`src/rtl/alu_exec.sv`:
```
// alu_exec: 8-bit execute stage with shared FSM for single-cycle,
// iterative shift and shift-add multiply ops; registered write-back.
module alu_exec (
  input  logic       clk,
  input  logic       rst_n,
  input  logic       start,
  input  logic [2:0] op,
  input  logic [2:0] dst,
  input  logic [7:0] opnd_a,
  input  logic [7:0] opnd_b,
  output logic [7:0] data_in,
  output logic [6:0] wrt_slct,
  output logic       wrtnbl,
  output logic       busy,
  output logic       done,
  output logic       flag_z,
  output logic       flag_c,
  output logic       flag_n
);

  localparam logic [1:0] S_IDLE = 2'd0;
  localparam logic [1:0] S_EXEC = 2'd1;
  localparam logic [1:0] S_WB   = 2'd2;

  localparam logic [2:0] OP_ADD  = 3'b000;
  localparam logic [2:0] OP_SUB  = 3'b001;
  localparam logic [2:0] OP_AND  = 3'b010;
  localparam logic [2:0] OP_OR   = 3'b011;
  localparam logic [2:0] OP_XOR  = 3'b100;
  localparam logic [2:0] OP_SHL  = 3'b101;
  localparam logic [2:0] OP_MUL  = 3'b110;

  logic [1:0]  state_q, state_d;
  logic [2:0]  cnt_q, cnt_d;
  logic [2:0]  op_q, op_d;
  logic [2:0]  dst_q, dst_d;
  logic [7:0]  a_q, a_d;
  logic [7:0]  b_q, b_d;
  logic [15:0] acc_q, acc_d;
  logic [7:0]  data_in_q, data_in_d;
  logic [6:0]  wrt_slct_q, wrt_slct_d;
  logic        pz_q, pz_d;
  logic        pc_q, pc_d;
  logic        pn_q, pn_d;
  logic        fz_q, fz_d;
  logic        fc_q, fc_d;
  logic        fn_q, fn_d;

  logic [7:0]  res;
  logic        cry;
  logic        fin;
  logic        accept;
  logic [15:0] addend;
  logic [15:0] prod;

  // Next-state, datapath iteration and result/flag staging
  always_comb begin
    state_d    = state_q;
    cnt_d      = cnt_q;
    op_d       = op_q;
    dst_d      = dst_q;
    a_d        = a_q;
    b_d        = b_q;
    acc_d      = acc_q;
    data_in_d  = data_in_q;
    wrt_slct_d = wrt_slct_q;
    pz_d       = pz_q;
    pc_d       = pc_q;
    pn_d       = pn_q;
    fz_d       = fz_q;
    fc_d       = fc_q;
    fn_d       = fn_q;
    res        = a_q;
    cry        = 1'b0;
    fin        = 1'b1;
    addend     = 16'h0000;
    prod       = 16'h0000;
    accept     = 1'b0;

    unique case (state_q)
      S_IDLE: accept = start;
      S_EXEC: begin
        case (op_q)
          OP_ADD: {cry, res} = {1'b0, a_q} + {1'b0, b_q};
          OP_SUB: begin
            res = a_q - b_q;
            cry = (a_q < b_q);
          end
          OP_AND: res = a_q & b_q;
          OP_OR:  res = a_q | b_q;
          OP_XOR: res = a_q ^ b_q;
          OP_SHL: begin
            if (b_q[2:0] != 3'd0) begin
              res   = {a_q[6:0], 1'b0};
              cry   = a_q[7];
              a_d   = res;
              cnt_d = cnt_q + 3'd1;
              fin   = (cnt_q == b_q[2:0] - 3'd1);
            end
          end
          OP_MUL: begin
            if (b_q[cnt_q])
              addend = {8'h00, a_q} << cnt_q;
            prod  = acc_q + addend;
            acc_d = prod;
            res   = prod[7:0];
            cry   = |prod[15:8];
            cnt_d = cnt_q + 3'd1;
            fin   = (cnt_q == 3'd7);
          end
          default: res = a_q;
        endcase
        if (fin) begin
          state_d    = S_WB;
          data_in_d  = res;
          wrt_slct_d = {4'b0000, dst_q};
          pz_d       = (res == 8'h00);
          pc_d       = cry;
          pn_d       = res[7];
        end
      end
      S_WB: begin
        fz_d    = pz_q;
        fc_d    = pc_q;
        fn_d    = pn_q;
        state_d = S_IDLE;
        accept  = start;
      end
      default: state_d = S_IDLE;
    endcase

    if (accept) begin
      state_d = S_EXEC;
      op_d    = op;
      dst_d   = dst;
      a_d     = opnd_a;
      b_d     = opnd_b;
      cnt_d   = 3'd0;
      acc_d   = 16'h0000;
    end
  end

  // State register with synchronous active-low reset
  always_ff @(posedge clk) begin
    if (!rst_n) begin
      state_q    <= S_IDLE;
      cnt_q      <= 3'd0;
      op_q       <= 3'd0;
      dst_q      <= 3'd0;
      a_q        <= 8'h00;
      b_q        <= 8'h00;
      acc_q      <= 16'h0000;
      data_in_q  <= 8'h00;
      wrt_slct_q <= 7'd0;
      pz_q       <= 1'b0;
      pc_q       <= 1'b0;
      pn_q       <= 1'b0;
      fz_q       <= 1'b0;
      fc_q       <= 1'b0;
      fn_q       <= 1'b0;
    end else begin
      state_q    <= state_d;
      cnt_q      <= cnt_d;
      op_q       <= op_d;
      dst_q      <= dst_d;
      a_q        <= a_d;
      b_q        <= b_d;
      acc_q      <= acc_d;
      data_in_q  <= data_in_d;
      wrt_slct_q <= wrt_slct_d;
      pz_q       <= pz_d;
      pc_q       <= pc_d;
      pn_q       <= pn_d;
      fz_q       <= fz_d;
      fc_q       <= fc_d;
      fn_q       <= fn_d;
    end
  end

  assign data_in  = data_in_q;
  assign wrt_slct = wrt_slct_q;
  assign wrtnbl   = (state_q == S_WB);
  assign done     = (state_q == S_WB);
  assign busy     = (state_q != S_IDLE);
  assign flag_z   = fz_q;
  assign flag_c   = fc_q;
  assign flag_n   = fn_q;

endmodule

```
`config.mk`:
```
export PLATFORM = sky130hd
export DESIGN_NAME = alu_exec
export DESIGN_NICKNAME = d
export VERILOG_FILES = /design/src/rtl/alu_exec.sv
export SDC_FILE = /design/constraint.sdc
export NUM_CORES = 1
export LEC_CHECK = 0
export CORE_MARGIN = 2
export CORE_UTILIZATION = 40
export CTS_CLUSTER_SIZE = 24
export DETAILED_ROUTE_END_ITERATION = 16
export PLACE_DENSITY = 0.57
export SLEW_MARGIN = 10
export SYNTH_ARGS = -nofsm -noshare
export SYNTH_HDL_FRONTEND = slang
export SYNTH_SLANG_ARGS = --single-unit
```
`constraint.sdc`:
```
create_clock -name clk -period 10.7 [get_ports clk]
set_clock_uncertainty 0.2 [all_clocks]
set_input_delay 1.07 -clock clk [delete_from_list [all_inputs] [get_ports clk]]
set_output_delay 1.07 -clock clk [all_outputs]
set_load 0.05 [all_outputs]
```
* Word level (Yosys, flattened, before mapping) *
Index checks and enable logic that the tools add are counted.

storage, ports and cells
  register bits after elaboration = 60
  output and inout bits = 21
  bits of input ports = 25

operators by class
  shift-type cells = 1
  $add $sub $neg = 5
  bitwise gates (word level) = 5
  order comparisons = 2
  reductions and logical operators = 17
  equal/unequal tests = 14
  mux-type cells = 22

operator list
  operator              count
  $pmux W8 S7           1
  $mux W16              3
  $mux W8               5
  $add A16 B16 Y16      1
  $shl A8 B3 Y16        1
  $eq A3 B3 Y1 const B  4
  $reduce_and A2 Y1     5
  $add A8 B8 Y9         1
  $and A8 B8 Y8         1
  $logic_not A8 Y1      1
  $lt A8 B8 Y1          1
  $or A8 B8 Y8          1
  $reduce_bool A2 Y1    4
  $reduce_or A8 Y1      1
  $sub A8 B8 Y8         1
  $xor A8 B8 Y8         1
  $eq A3 B2 Y1 const B  2
  $mux W1               6
  $ne A2 B2 Y1 const B  3
  $pmux W3 S2           1
  $lt A3 B4 Y1 const B  1
  $pmux W1 S4           1
  $pmux W2 S2           1
  $reduce_or A2 Y1      2
  16 further kinds      17

* Longest topological paths before layout *
Gate-level depths: netlist of run 1.

  depth after elaboration = 9
  depth in mapped cells = 16
  gate-level depth less buffers = 14

* Worst setup path before layout of run 1 *
No wires, ideal clock.

  path kind = reg-to-reg
  from = register cnt_q[1]
  to = register pc_q
  data required time = 10409 ps
  setup slack = 7019 ps
  period minus slack after synthesis = 3681 ps
  library setup time = 91 ps
  arrival = 3390 ps
  path buffers = 2
  cell stages (with the launch flop) = 15
  cells stage by stage = dfxtp_1 > buf_1 > mux4_2 > nand2_1 > and2_1 > clkbuf_1 > nor2_1 > ha_1 > and3_1 > a22oi_1 > a21oi_1 > a311oi_1 > mux2i_1 > nor3_1 > a311oi_1

between the ends
  longest elaborated chain between the ends = 8
  elaborated cells between the ends (all ways) = 15
  classes of those cells = add/sub (1); eq/ne (2); shift (1); mux (9); reduce/logical (2)

RTL lines
  what                           line  RTL
  start, declared                34    logic [2:0] cnt_q, cnt_d;
  start signal, assigned         163   cnt_q <= cnt_d;
  $bmux W1 S3                    102   if (b_q[cnt_q])
  $mux W1 (not written as such)  102
  $mux W16                       102
  $mux W16                       83    case (op_q)
  $mux W16                       80    unique case (state_q)
  $add A16 B16 Y16               104   prod = acc_q + addend;
  $reduce_or A8 Y1               107   cry = |prod[15:8];
  $pmux W1 S4                    83
  end signal, assigned           172   pc_q <= pc_d;
  end, declared                  43    logic pc_q, pc_d;

Parallel ways exist; a longest one is shown, timed or not. The select of a mux whose other input is x is not followed.
A chain may end at the register's enable or synchronous reset.

* Final worst setup path of run 1 *
  from = register cnt_q[0]
  to = register pc_q

Same word-level chain as after synthesis.

==> impl_table.tex, run 1 <==
\begin{tabular}{lr}
\hline
Metric & Value \\
\hline
\multicolumn{2}{l}{\textbf{Timing}} \\
\quad Shortest period the worst path allows & 4.30 ns \\
\quad Worst relative slew slack & 0.261 \\
\quad Setup repair after global routing missed its margin & no \\
\quad Max Fclk & 233 MHz \\
\quad Total of endpoints with negative setup slack in the final report & 0 \\
\quad Worst Tran Pin Value & between 1 and 1.5 ns \\
\quad Number of hold-slack violations in the final timing report & 0 \\
\quad Worst setup slack after layout & 6.40 ns \\
\quad Max Transition Viols Final & 0 \\
\quad Setup TNS after final layout & 0 ns \\
\quad Final clock period utilization by the worst path & 0.402 \\
\multicolumn{2}{l}{\textbf{Yosys}} \\
\quad Most used DFF post-synth & sky130\_fd\_sc\_hd\_\_dfxtp\_1 \\
\quad Post-synth EDFFs & 0 \\
\quad Synth async-reset ratio & 0 \\
\quad Part of the Yosys area used for sequential elements & 0.234 \\
\quad Syn Inst Count & 672 \\
\quad Register bit total from synthesis & 59 \\
\quad YS warnings & 0 \\
\quad Mean instance size in the synthesized netlist & 7.51 sq um \\
\quad Synth cell types & 68 \\
\quad Summed instance area of the synthesized netlist & 5050 sq um \\
\multicolumn{2}{l}{\textbf{Power}} \\
\quad Part of the total power dissipated in sequential elements & 0.365 \\
\quad Switching part of the total & 0.335 \\
\quad Comb power frac & 0.233 \\
\quad Total leakage power & 2.23 nW \\
\quad Internal Power & 0.445 mW \\
\quad Net Switching & 0.224 mW \\
\quad Maximum ir drop on the vdd rail & 60.1 uV \\
\quad Power density over the cells & between 100 and 150 nW/um\^{}2 \\
\quad Overall power after layout & 0.670 mW \\
\quad Share of total power in the clock network & 0.402 \\
\multicolumn{2}{l}{\textbf{Route}} \\
\quad Iteration-0 DRC count of the detailed router & 399 \\
\quad First-pass iteration count of the detailed router & 7 \\
\quad Count of antenna-violating nets left after detailed routing & 0 \\
\quad Wirelength, routed & 15800 microns \\
\quad Final routed DRC violation total & 0 \\
\quad Via density & 5.73 \\
\quad Per-cell routed wire length & 18.3 microns \\
\quad Via count & 4961 \\
\multicolumn{2}{l}{\textbf{Clock network}} \\
\quad Clock tree from TritonCTS & done \\
\quad Latest clock arrival within the worst-skew pair & 0.34 ns \\
\quad Max clock buf depth & 2 \\
\quad Number of setup buffers added after CTS & 0 \\
\quad Number of levels in the clock H-tree & 3 \\
\quad TritonCTS sink count & 59 \\
\quad Post-cts gate resize count & 0 \\
\quad Number of buffers created by CTS & 9 \\
\quad Clock slew at reported path FFs & 0.06 ns \\
\quad Post-cts hold buffer count & 0 \\
\quad Root Buffer & sky130\_fd\_sc\_hd\_\_clkbuf\_16 \\
\multicolumn{2}{l}{\textbf{Global routing}} \\
\quad Maximum number of pins on one net before global-route repair & 38 \\
\quad Wire length of the first global-routing pass & about 25000 microns \\
\quad GRT Total Usage & 0.243 \\
\quad Global route total overflow & 0 \\
\quad Via count of the first global-routing pass & between 4000 and 5000 \\
\quad Antenna violations before repair & 0 \\
\multicolumn{2}{l}{\textbf{Place}} \\
\quad Placer's final routability congestion estimate & 0.944 \\
\quad Count of buffers inserted at the top-level ports & 41 \\
\quad Post-Place Cells & 850 \\
\quad Post-placement worst setup slack & 6.42 ns \\
\quad Detailed-placement wirelength estimate & 12100 microns \\
\multicolumn{2}{l}{\textbf{Critical path}} \\
\quad Kind of launch point of the worst setup path & flop \\
\quad Dominant cell type by count on the critical path & sky130\_fd\_sc\_hd\_\_a311oi\_1 \\
\quad Arrival time reported for the critical path endpoint & 4.33 ns \\
\quad Worst Path Class, Setup & flop to flop \\
\quad Crit path cell chain & mux4\_2, nand2\_1, and2\_1, nor2\_1, ha\_1, and3\_1, a22oi\_1, a21oi\_1, a311oi\_1, mux2i\_1, nor3\_1, a311oi\_1 \\
\quad Critical path's top delay family & compound AO/OA/AOI/OAI gates \\
\quad Buf/Inv on CP & 0 \\
\quad Worst path required time & 10.74 ns \\
\quad Max FO, Critical Path & 16 \\
\quad Slowest cell delay on critical path & a little over 0.7 ns \\
\quad Cell with the largest stage delay on the worst path & sky130\_fd\_sc\_hd\_\_dfxtp\_1 \\
\quad Crit. End Element & flop \\
\multicolumn{2}{l}{\textbf{Floorplanning}} \\
\quad Chip Height & 116 microns \\
\quad Initial core utilization & 0.405 \\
\quad Core footprint & 12500 sq um \\
\quad Die span in x & 116 microns \\
\quad Core Rows & 41 \\
\quad \# IOs & 46 \\
\quad Total die area & 13500 sq um \\
\multicolumn{2}{l}{\textbf{Final layout}} \\
\quad Antenna cell count & 0 \\
\quad Area overhead of the layout relative to synthesis & 15.1\% \\
\quad Final-stage net count & 760 \\
\quad Finished Layout Cells & 866 \\
\quad Fill cells & 1289 \\
\quad Share of cells above drive strength 1 & 0.0432 \\
\multicolumn{2}{l}{\textbf{Run status}} \\
\quad Result of the run & finished, final reports clean \\
\multicolumn{2}{l}{\textbf{Worst hold path}} \\
\quad Worst min-delay path category & flop to flop \\
\multicolumn{2}{l}{\textbf{Job}} \\
\quad Number of max-cap violations & 0 \\
\hline
\end{tabular}
-- flip-flops by register name (all words and copies together) (netlist names) --
| signal | cells |
|---|---|
| dst_q | 3 |
| flag_c | 1 |
| a_q | 8 |
| op_q | 3 |
| acc_q | 16 |
| flag_n | 1 |
| flag_z | 1 |
| pc_q | 1 |
| state_q | 2 |
| wrt_slct | 3 |
| b_q | 8 |
| cnt_q | 3 |
| data_in | 8 |
| pz_q | 1 |
-- per-layer routing --
metal | track usage | vias to the layer above | share of wire
met2 | 0.404 | 159 | 0.47
met3 | 0.0410 | 37 | 0.046
met5 | 0 | - | 0
met1 | 0.313 | 2327 | 0.45
li1 | - | 2438 | -
met4 | 0.101 | 0 | 0.037
-- cells in the mapped netlist (5+ instances only) --
| cell type | count | area, sq um |
|---|---|---|
| sky130_fd_sc_hd__inv_1 | 36 | 135 |
| sky130_fd_sc_hd__a211oi_1 | 19 | 143 |
| sky130_fd_sc_hd__mux2i_1 | 38 | 380 |
| sky130_fd_sc_hd__o21ai_0 | 25 | 125 |
| sky130_fd_sc_hd__nor2_1 | 91 | 342 |
| sky130_fd_sc_hd__xnor2_1 | 8 | 70.1 |
| sky130_fd_sc_hd__buf_4 | 6 | 45.0 |
| sky130_fd_sc_hd__a31oi_1 | 5 | 31.3 |
| sky130_fd_sc_hd__nand2b_1 | 11 | 68.8 |
| sky130_fd_sc_hd__nand2_1 | 75 | 282 |
| sky130_fd_sc_hd__o311ai_0 | 5 | 43.8 |
| sky130_fd_sc_hd__nand3_1 | 12 | 60.1 |
| sky130_fd_sc_hd__dfxtp_1 | 59 | 1180 |
| sky130_fd_sc_hd__o21a_1 | 5 | 37.5 |
| sky130_fd_sc_hd__nor3_1 | 21 | 105 |
| sky130_fd_sc_hd__o211ai_1 | 7 | 52.6 |
| sky130_fd_sc_hd__buf_1 | 7 | 26.3 |
| sky130_fd_sc_hd__a21o_1 | 9 | 67.6 |
| sky130_fd_sc_hd__clkbuf_1 | 28 | 105 |
| sky130_fd_sc_hd__a21oi_1 | 60 | 300 |
| sky130_fd_sc_hd__nor2b_1 | 13 | 81.3 |
| sky130_fd_sc_hd__ha_1 | 43 | 538 |
-- placed cells by master (no fill, tap or decap), types with 4 or more instances in the layout --
cell type / Yosys / final
sky130_fd_sc_hd__o22ai_1: 4 / 4
sky130_fd_sc_hd__xor2_1: 4 / 4
sky130_fd_sc_hd__nor2_1: 91 / 91
sky130_fd_sc_hd__inv_1: 36 / 36
sky130_fd_sc_hd__nor2b_1: 13 / 13
sky130_fd_sc_hd__nor3_1: 21 / 21
sky130_fd_sc_hd__nand3_1: 12 / 12
sky130_fd_sc_hd__ha_1: 43 / 43
sky130_fd_sc_hd__clkdlybuf4s50_1: 0 / 41
sky130_fd_sc_hd__a21oi_1: 60 / 60
sky130_fd_sc_hd__o21ai_0: 25 / 25
sky130_fd_sc_hd__o21a_1: 5 / 5
sky130_fd_sc_hd__a211oi_1: 19 / 19
sky130_fd_sc_hd__mux2i_1: 38 / 38
sky130_fd_sc_hd__o211ai_1: 7 / 7
sky130_fd_sc_hd__buf_4: 6 / 5
sky130_fd_sc_hd__conb_1: 1 / 4
sky130_fd_sc_hd__a21o_1: 9 / 9
sky130_fd_sc_hd__a221oi_1: 4 / 4
sky130_fd_sc_hd__dfxtp_1: 59 / 59
sky130_fd_sc_hd__clkbuf_16: 0 / 9
sky130_fd_sc_hd__o221ai_1: 4 / 4
sky130_fd_sc_hd__a31oi_1: 5 / 5
sky130_fd_sc_hd__nand2_1: 75 / 75
sky130_fd_sc_hd__nor4_1: 4 / 4
sky130_fd_sc_hd__xnor2_1: 8 / 8
sky130_fd_sc_hd__o311ai_0: 5 / 5
sky130_fd_sc_hd__nand2b_1: 11 / 11
-- metrics by stage --
step / hold slack (ns) / utilization / instance area (sq um)
3_3_place_gp: 0.247 / 0.444 / 5530
4_1_cts: 0.262 / 0.466 / 5810
5_1_grt: 0.283 / 0.466 / 5810
6_report: 0.256 / 0.466 / 5810
2_1_floorplan: 0.236 / - / 5060
3_5_place_dp: 0.255 / 0.444 / 5530
-- area by class of cell --
type | count | area (sq um) | area share
inverter | 36 | 135 | 0.0233
clock buffer | 10 | 229 | 0.0394
multi-input combinational | 537 | 3550 | 0.612
tap | 172 | 215 | 0.0371
timing repair buffer | 46 | 448 | 0.0772
clock inverter | 6 | 42.5 | 0.00733
sequential | 59 | 1180 | 0.203
-- kinds of logic after synthesis --
logic type,count (synthesis),share of synthesized area
simple gates,246,0.221
compound gates,188,0.253
buf+inv,79,0.0637
flops,59,0.234
fa+ha+maj,46,0.119
mux,40,0.0843
xor+xnor,13,0.0253
other cells,1,0.000743
-- worst register-to-register path, stage by stage, from the launching register on --
cell                       delay [ns]
sky130_fd_sc_hd__dfxtp_1         0.72
sky130_fd_sc_hd__mux4_2          0.59
sky130_fd_sc_hd__nand2_1         0.15
sky130_fd_sc_hd__and2_1          0.27
sky130_fd_sc_hd__nor2_1          0.08
sky130_fd_sc_hd__ha_1            0.37
sky130_fd_sc_hd__and3_1          0.21
sky130_fd_sc_hd__a22oi_1         0.27
sky130_fd_sc_hd__a21oi_1         0.16
sky130_fd_sc_hd__a311oi_1        0.54
sky130_fd_sc_hd__mux2i_1         0.26
sky130_fd_sc_hd__nor3_1          0.06
sky130_fd_sc_hd__a311oi_1        0.31
-- power groups by stage --
stage | logic (mW) | registers (mW) | clock network, mW
floorplan | 0.106 | 0.247 | 0
global placement | 0.153 | 0.250 | 0
detailed placement | 0.153 | 0.249 | 0
CTS | 0.154 | 0.244 | 0.272
global route | 0.170 | 0.246 | 0.284
finish | 0.156 | 0.245 | 0.269
-- final timing paths --
kind | from | end | slack [ns] | depth (start not counted)
worst max register to register | cnt_q[0] | pc_q | 6.40 | 12
worst max-delay path | cnt_q[0] | pc_q | 6.40 | 12
worst min-delay path | dst_q[1] | dst_q[1] | 0.26 | 2
worst min register to register | dst_q[1] | dst_q[1] | 0.26 | 2
(Power assumes the default switching activity.)
==> inputs of run 2 (changes only) <==
--- a/config.mk
+++ b/config.mk
@@ -9,7 +9,7 @@
 export CORE_UTILIZATION = 40
 export CTS_CLUSTER_SIZE = 24
 export DETAILED_ROUTE_END_ITERATION = 16
-export PLACE_DENSITY = 0.57
+export PLACE_DENSITY = 0.59
 export SLEW_MARGIN = 10
 export SYNTH_ARGS = -nofsm -noshare
 export SYNTH_HDL_FRONTEND = slang
==> constraint.sdc (replaced) <==
create_clock -name clk -period 3.75 [get_ports clk]
set_clock_uncertainty 0.2 [all_clocks]
set_input_delay 0.375 -clock clk [delete_from_list [all_inputs] [get_ports clk]]
set_output_delay 0.375 -clock clk [all_outputs]
set_load 0.05 [all_outputs]
==> run 2 against run 1 <==
- wire length rose by 2.2%
- worst hold slack worse by 0.0042 ns
- non-clock buffer count up 39
- critical endpoint is now pz_q
- highest routed layer unchanged
==> impl_table.tex, run 2 (synthesis gave the netlist of run 1 again) <==
\begin{tabular}{lr}
\hline
Metric & Value \\
\hline
\multicolumn{2}{l}{\textbf{Run status}} \\
\quad Result of the run & finished, final reports clean (unchanged) \\
\multicolumn{2}{l}{\textbf{Global routing}} \\
\quad Antenna violations before repair & 0 (unchanged) \\
\quad Via count of the first global-routing pass & 4788 (was 4774) \\
\quad Wire length of the first global-routing pass & 25600 microns (was 25300 microns) \\
\quad Maximum number of pins on one net before global-route repair & 38 (unchanged) \\
\quad GRT Total Usage & 0.243 (about the same) \\
\quad Global route total overflow & 0 (unchanged) \\
\multicolumn{2}{l}{\textbf{Timing}} \\
\quad Worst relative slew slack & 0.472 (was 0.261) \\
\quad Worst Tran Pin Value & 0.790 ns (was 1.11 ns) \\
\quad Worst setup slack after layout & 0.177 ns (was 6.40 ns) \\
\quad Max Transition Viols Final & 0 (unchanged) \\
\quad Total of endpoints with negative setup slack in the final report & 0 (unchanged) \\
\quad Max Fclk & 280 MHz (was 233 MHz) \\
\quad Number of hold-slack violations in the final timing report & 0 (unchanged) \\
\quad Setup TNS after final layout & 0 ns (unchanged) \\
\quad Final clock period utilization by the worst path & 0.953 (was 0.402) \\
\quad Setup repair after global routing missed its margin & yes (was no) \\
\quad Shortest period the worst path allows & 3.57 ns (was 4.30 ns) \\
\multicolumn{2}{l}{\textbf{Clock network}} \\
\quad Root Buffer & sky130\_fd\_sc\_hd\_\_clkbuf\_16 (unchanged) \\
\quad Max clock buf depth & 2 (unchanged) \\
\quad Number of buffers created by CTS & 9 (unchanged) \\
\quad Clock slew at reported path FFs & 0.06 ns (about the same) \\
\quad Latest clock arrival within the worst-skew pair & 0.33 ns (was 0.34 ns) \\
\quad Clock tree from TritonCTS & done (unchanged) \\
\quad TritonCTS sink count & 59 (unchanged) \\
\quad Number of levels in the clock H-tree & 3 (unchanged) \\
\quad Post-cts hold buffer count & 0 (unchanged) \\
\multicolumn{2}{l}{\textbf{Route}} \\
\quad Final routed DRC violation total & 0 (unchanged) \\
\quad Per-cell routed wire length & 17.9 microns (was 18.3 microns) \\
\quad Via count & 5164 (was 4961) \\
\quad First-pass iteration count of the detailed router & 6 (was 7) \\
\quad Wirelength, routed & 16200 microns (was 15800 microns) \\
\quad Count of antenna-violating nets left after detailed routing & 0 (unchanged) \\
\quad Iteration-0 DRC count of the detailed router & 453 (was 399) \\
\quad Via density & 5.71 (was 5.73) \\
\multicolumn{2}{l}{\textbf{Final layout}} \\
\quad Antenna cell count & 0 (unchanged) \\
\quad Most frequent cells in the layout & 91 x sky130\_fd\_sc\_hd\_\_nor2\_1, 75 x sky130\_fd\_sc\_hd\_\_nand2\_1, 59 x sky130\_fd\_sc\_hd\_\_a21oi\_1 (was 91 x sky130\_fd\_sc\_hd\_\_nor2\_1, 75 x sky130\_fd\_sc\_hd\_\_nand2\_1, 60 x sky130\_fd\_sc\_hd\_\_a21oi\_1) \\
\quad Most frequent standard cell in the layout excluding fill and tap cells & sky130\_fd\_sc\_hd\_\_nor2\_1 (unchanged) \\
\quad Flip-flop count of the largest register after layout & 16 (unchanged) \\
\quad Area overhead of the layout relative to synthesis & 23.4\% (was 15.1\%) \\
\quad Largest register by flop count & acc\_q (unchanged) \\
\quad Final-stage net count & 799 (was 760) \\
\quad Share of cells above drive strength 1 & 0.115 (was 0.0432) \\
\multicolumn{2}{l}{\textbf{Power}} \\
\quad Share of total power in the clock network & 0.431 (was 0.402) \\
\quad Switching part of the total & 0.313 (was 0.335) \\
\quad Power density over the cells & 337 nW/um\^{}2 (was 115 nW/um\^{}2) \\
\quad Net Switching & 0.658 mW (was 0.224 mW) \\
\quad Comb power frac & 0.248 (was 0.233) \\
\quad Total leakage power & 2.46 nW (was 2.23 nW) \\
\quad Internal Power & 1.44 mW (was 0.445 mW) \\
\quad Part of the total power dissipated in sequential elements & 0.321 (was 0.365) \\
\quad Maximum ir drop on the vdd rail & 237 uV (was 60.1 uV) \\
\multicolumn{2}{l}{\textbf{Floorplanning}} \\
\quad \# IOs & 46 (unchanged) \\
\quad Die span in x & 116 microns (unchanged) \\
\quad Chip Height & 116 microns (unchanged) \\
\quad Initial core utilization & 0.405 (unchanged) \\
\quad Core footprint & 12500 sq um (unchanged) \\
\quad Total die area & 13500 sq um (unchanged) \\
\quad Core Rows & 41 (unchanged) \\
\multicolumn{2}{l}{\textbf{Critical path}} \\
\quad Worst Path Class, Setup & flop to flop (unchanged) \\
\quad Max FO, Critical Path & 14 (was 16) \\
\quad Arrival time reported for the critical path endpoint & 3.60 ns (was 4.33 ns) \\
\quad Kind of launch point of the worst setup path & flop (unchanged) \\
\quad Crit. End Element & flop (unchanged) \\
\quad Worst path required time & 3.78 ns (was 10.74 ns) \\
\multicolumn{2}{l}{\textbf{Place}} \\
\quad Placer's final routability congestion estimate & 0.921 (was 0.944) \\
\quad Post-placement worst setup slack & -0.0396 ns (was 6.42 ns) \\
\quad Detailed-placement wirelength estimate & 12500 microns (was 12100 microns) \\
\quad Count of buffers inserted at the top-level ports & 41 (unchanged) \\
\multicolumn{2}{l}{\textbf{Job}} \\
\quad Number of max-cap violations & 0 (unchanged) \\
\multicolumn{2}{l}{\textbf{Worst hold path}} \\
\quad Worst min-delay path category & flop to flop (unchanged) \\
\hline
\end{tabular}
-- run 2: changes by cell type in the layout (fill, tap and decap cells not counted), moves of 2 or more --
cell	delta
sky130_fd_sc_hd__buf_4	+39
sky130_fd_sc_hd__a22oi_1	-2
sky130_fd_sc_hd__a22oi_2	+2
sky130_fd_sc_hd__a311oi_1	-2
sky130_fd_sc_hd__a311oi_2	+2
sky130_fd_sc_hd__bufinv_16	+2
sky130_fd_sc_hd__clkinvlp_4	-2
sky130_fd_sc_hd__xnor2_1	-2
sky130_fd_sc_hd__xnor2_2	+2
-- run 2: layout make-up --
type	instances	area, sq um
timing repair buffer	85	741
sequential	59	1180
clock inverter	7	100
tap	172	215
multi-input combinational	537	3630
fill	1240	6240
clock buffer	9	225
inverter	36	135
-- run 2: per-layer routing --
layer  routed length (microns)  global-route usage
met2                      7490               0.395
met5                         0                   0
met3                       817              0.0379
met1                      7500               0.331
met4                       375              0.0762
-- run 2: worst paths after layout --
kind | startpoint | end | slack [ns] | cells past startpoint
worst max register to register | cnt_q[0] | pz_q | 0.18 | 12
worst min-delay path | dst_q[2] | dst_q[2] | 0.25 | 2
worst max-delay path | cnt_q[0] | pz_q | 0.18 | 12
worst min register to register | dst_q[2] | dst_q[2] | 0.25 | 2
-- run 2: worst max-delay path: stages (launching register included) --
cell	delay (ns)
sky130_fd_sc_hd__dfxtp_2	0.36
sky130_fd_sc_hd__buf_4	0.22
sky130_fd_sc_hd__mux2i_1	0.34
sky130_fd_sc_hd__mux2i_1	0.15
sky130_fd_sc_hd__nor2b_1	0.16
sky130_fd_sc_hd__ha_1	0.31
sky130_fd_sc_hd__a21o_1	0.19
sky130_fd_sc_hd__a31oi_1	0.26
sky130_fd_sc_hd__mux2i_1	0.37
sky130_fd_sc_hd__o221ai_1	0.17
sky130_fd_sc_hd__a21oi_1	0.39
sky130_fd_sc_hd__nor4_2	0.10
sky130_fd_sc_hd__a31o_1	0.22
-- run 2: power groups by stage --
stage | Clock [mW] | Sequential [mW] | Combinational, mW
CTS | 0.916 | 0.674 | 0.509
detailed placement | 0 | 0.688 | 0.506
global placement | 0 | 0.688 | 0.506
floorplan | 0 | 0.706 | 0.302
finish | 0.905 | 0.675 | 0.521
global route | 0.939 | 0.677 | 0.561
-- run 2: per-stage QoR --
stage	total power [mW]	instances	util	instance area (sq um)	hold WS (ns)
6_report	2.10	905	0.499	6220	0.252
5_1_grt	2.18	905	0.499	6220	0.279
3_5_place_dp	1.19	889	0.467	5830	0.248
4_1_cts	2.10	905	0.494	6150	0.256
2_1_floorplan	1.01	675	-	5060	0.236
3_3_place_gp	1.19	889	0.467	5830	0.246
-- run 2: what timing repair did --
action | CTS | global route
gates resized for setup | 1 | 14
setup buffers | 0 | 0
endpoints found under the setup margin | 1 | 6
pin swaps | 0 | 1
hold endpoints to repair | 0 | 0
cloned | 0 | 0
==> inputs of run 3 (changes only) <==
--- a/config.mk
+++ b/config.mk
@@ -10,7 +10,7 @@
 export CTS_CLUSTER_SIZE = 24
 export DETAILED_ROUTE_END_ITERATION = 16
 export PLACE_DENSITY = 0.59
-export SLEW_MARGIN = 10
+export SLEW_MARGIN = 20
 export SYNTH_ARGS = -nofsm -noshare
 export SYNTH_HDL_FRONTEND = slang
 export SYNTH_SLANG_ARGS = --single-unit
==> results of run 3 <==
No change in the layout: final DEF, timing and power equal those of run 2.
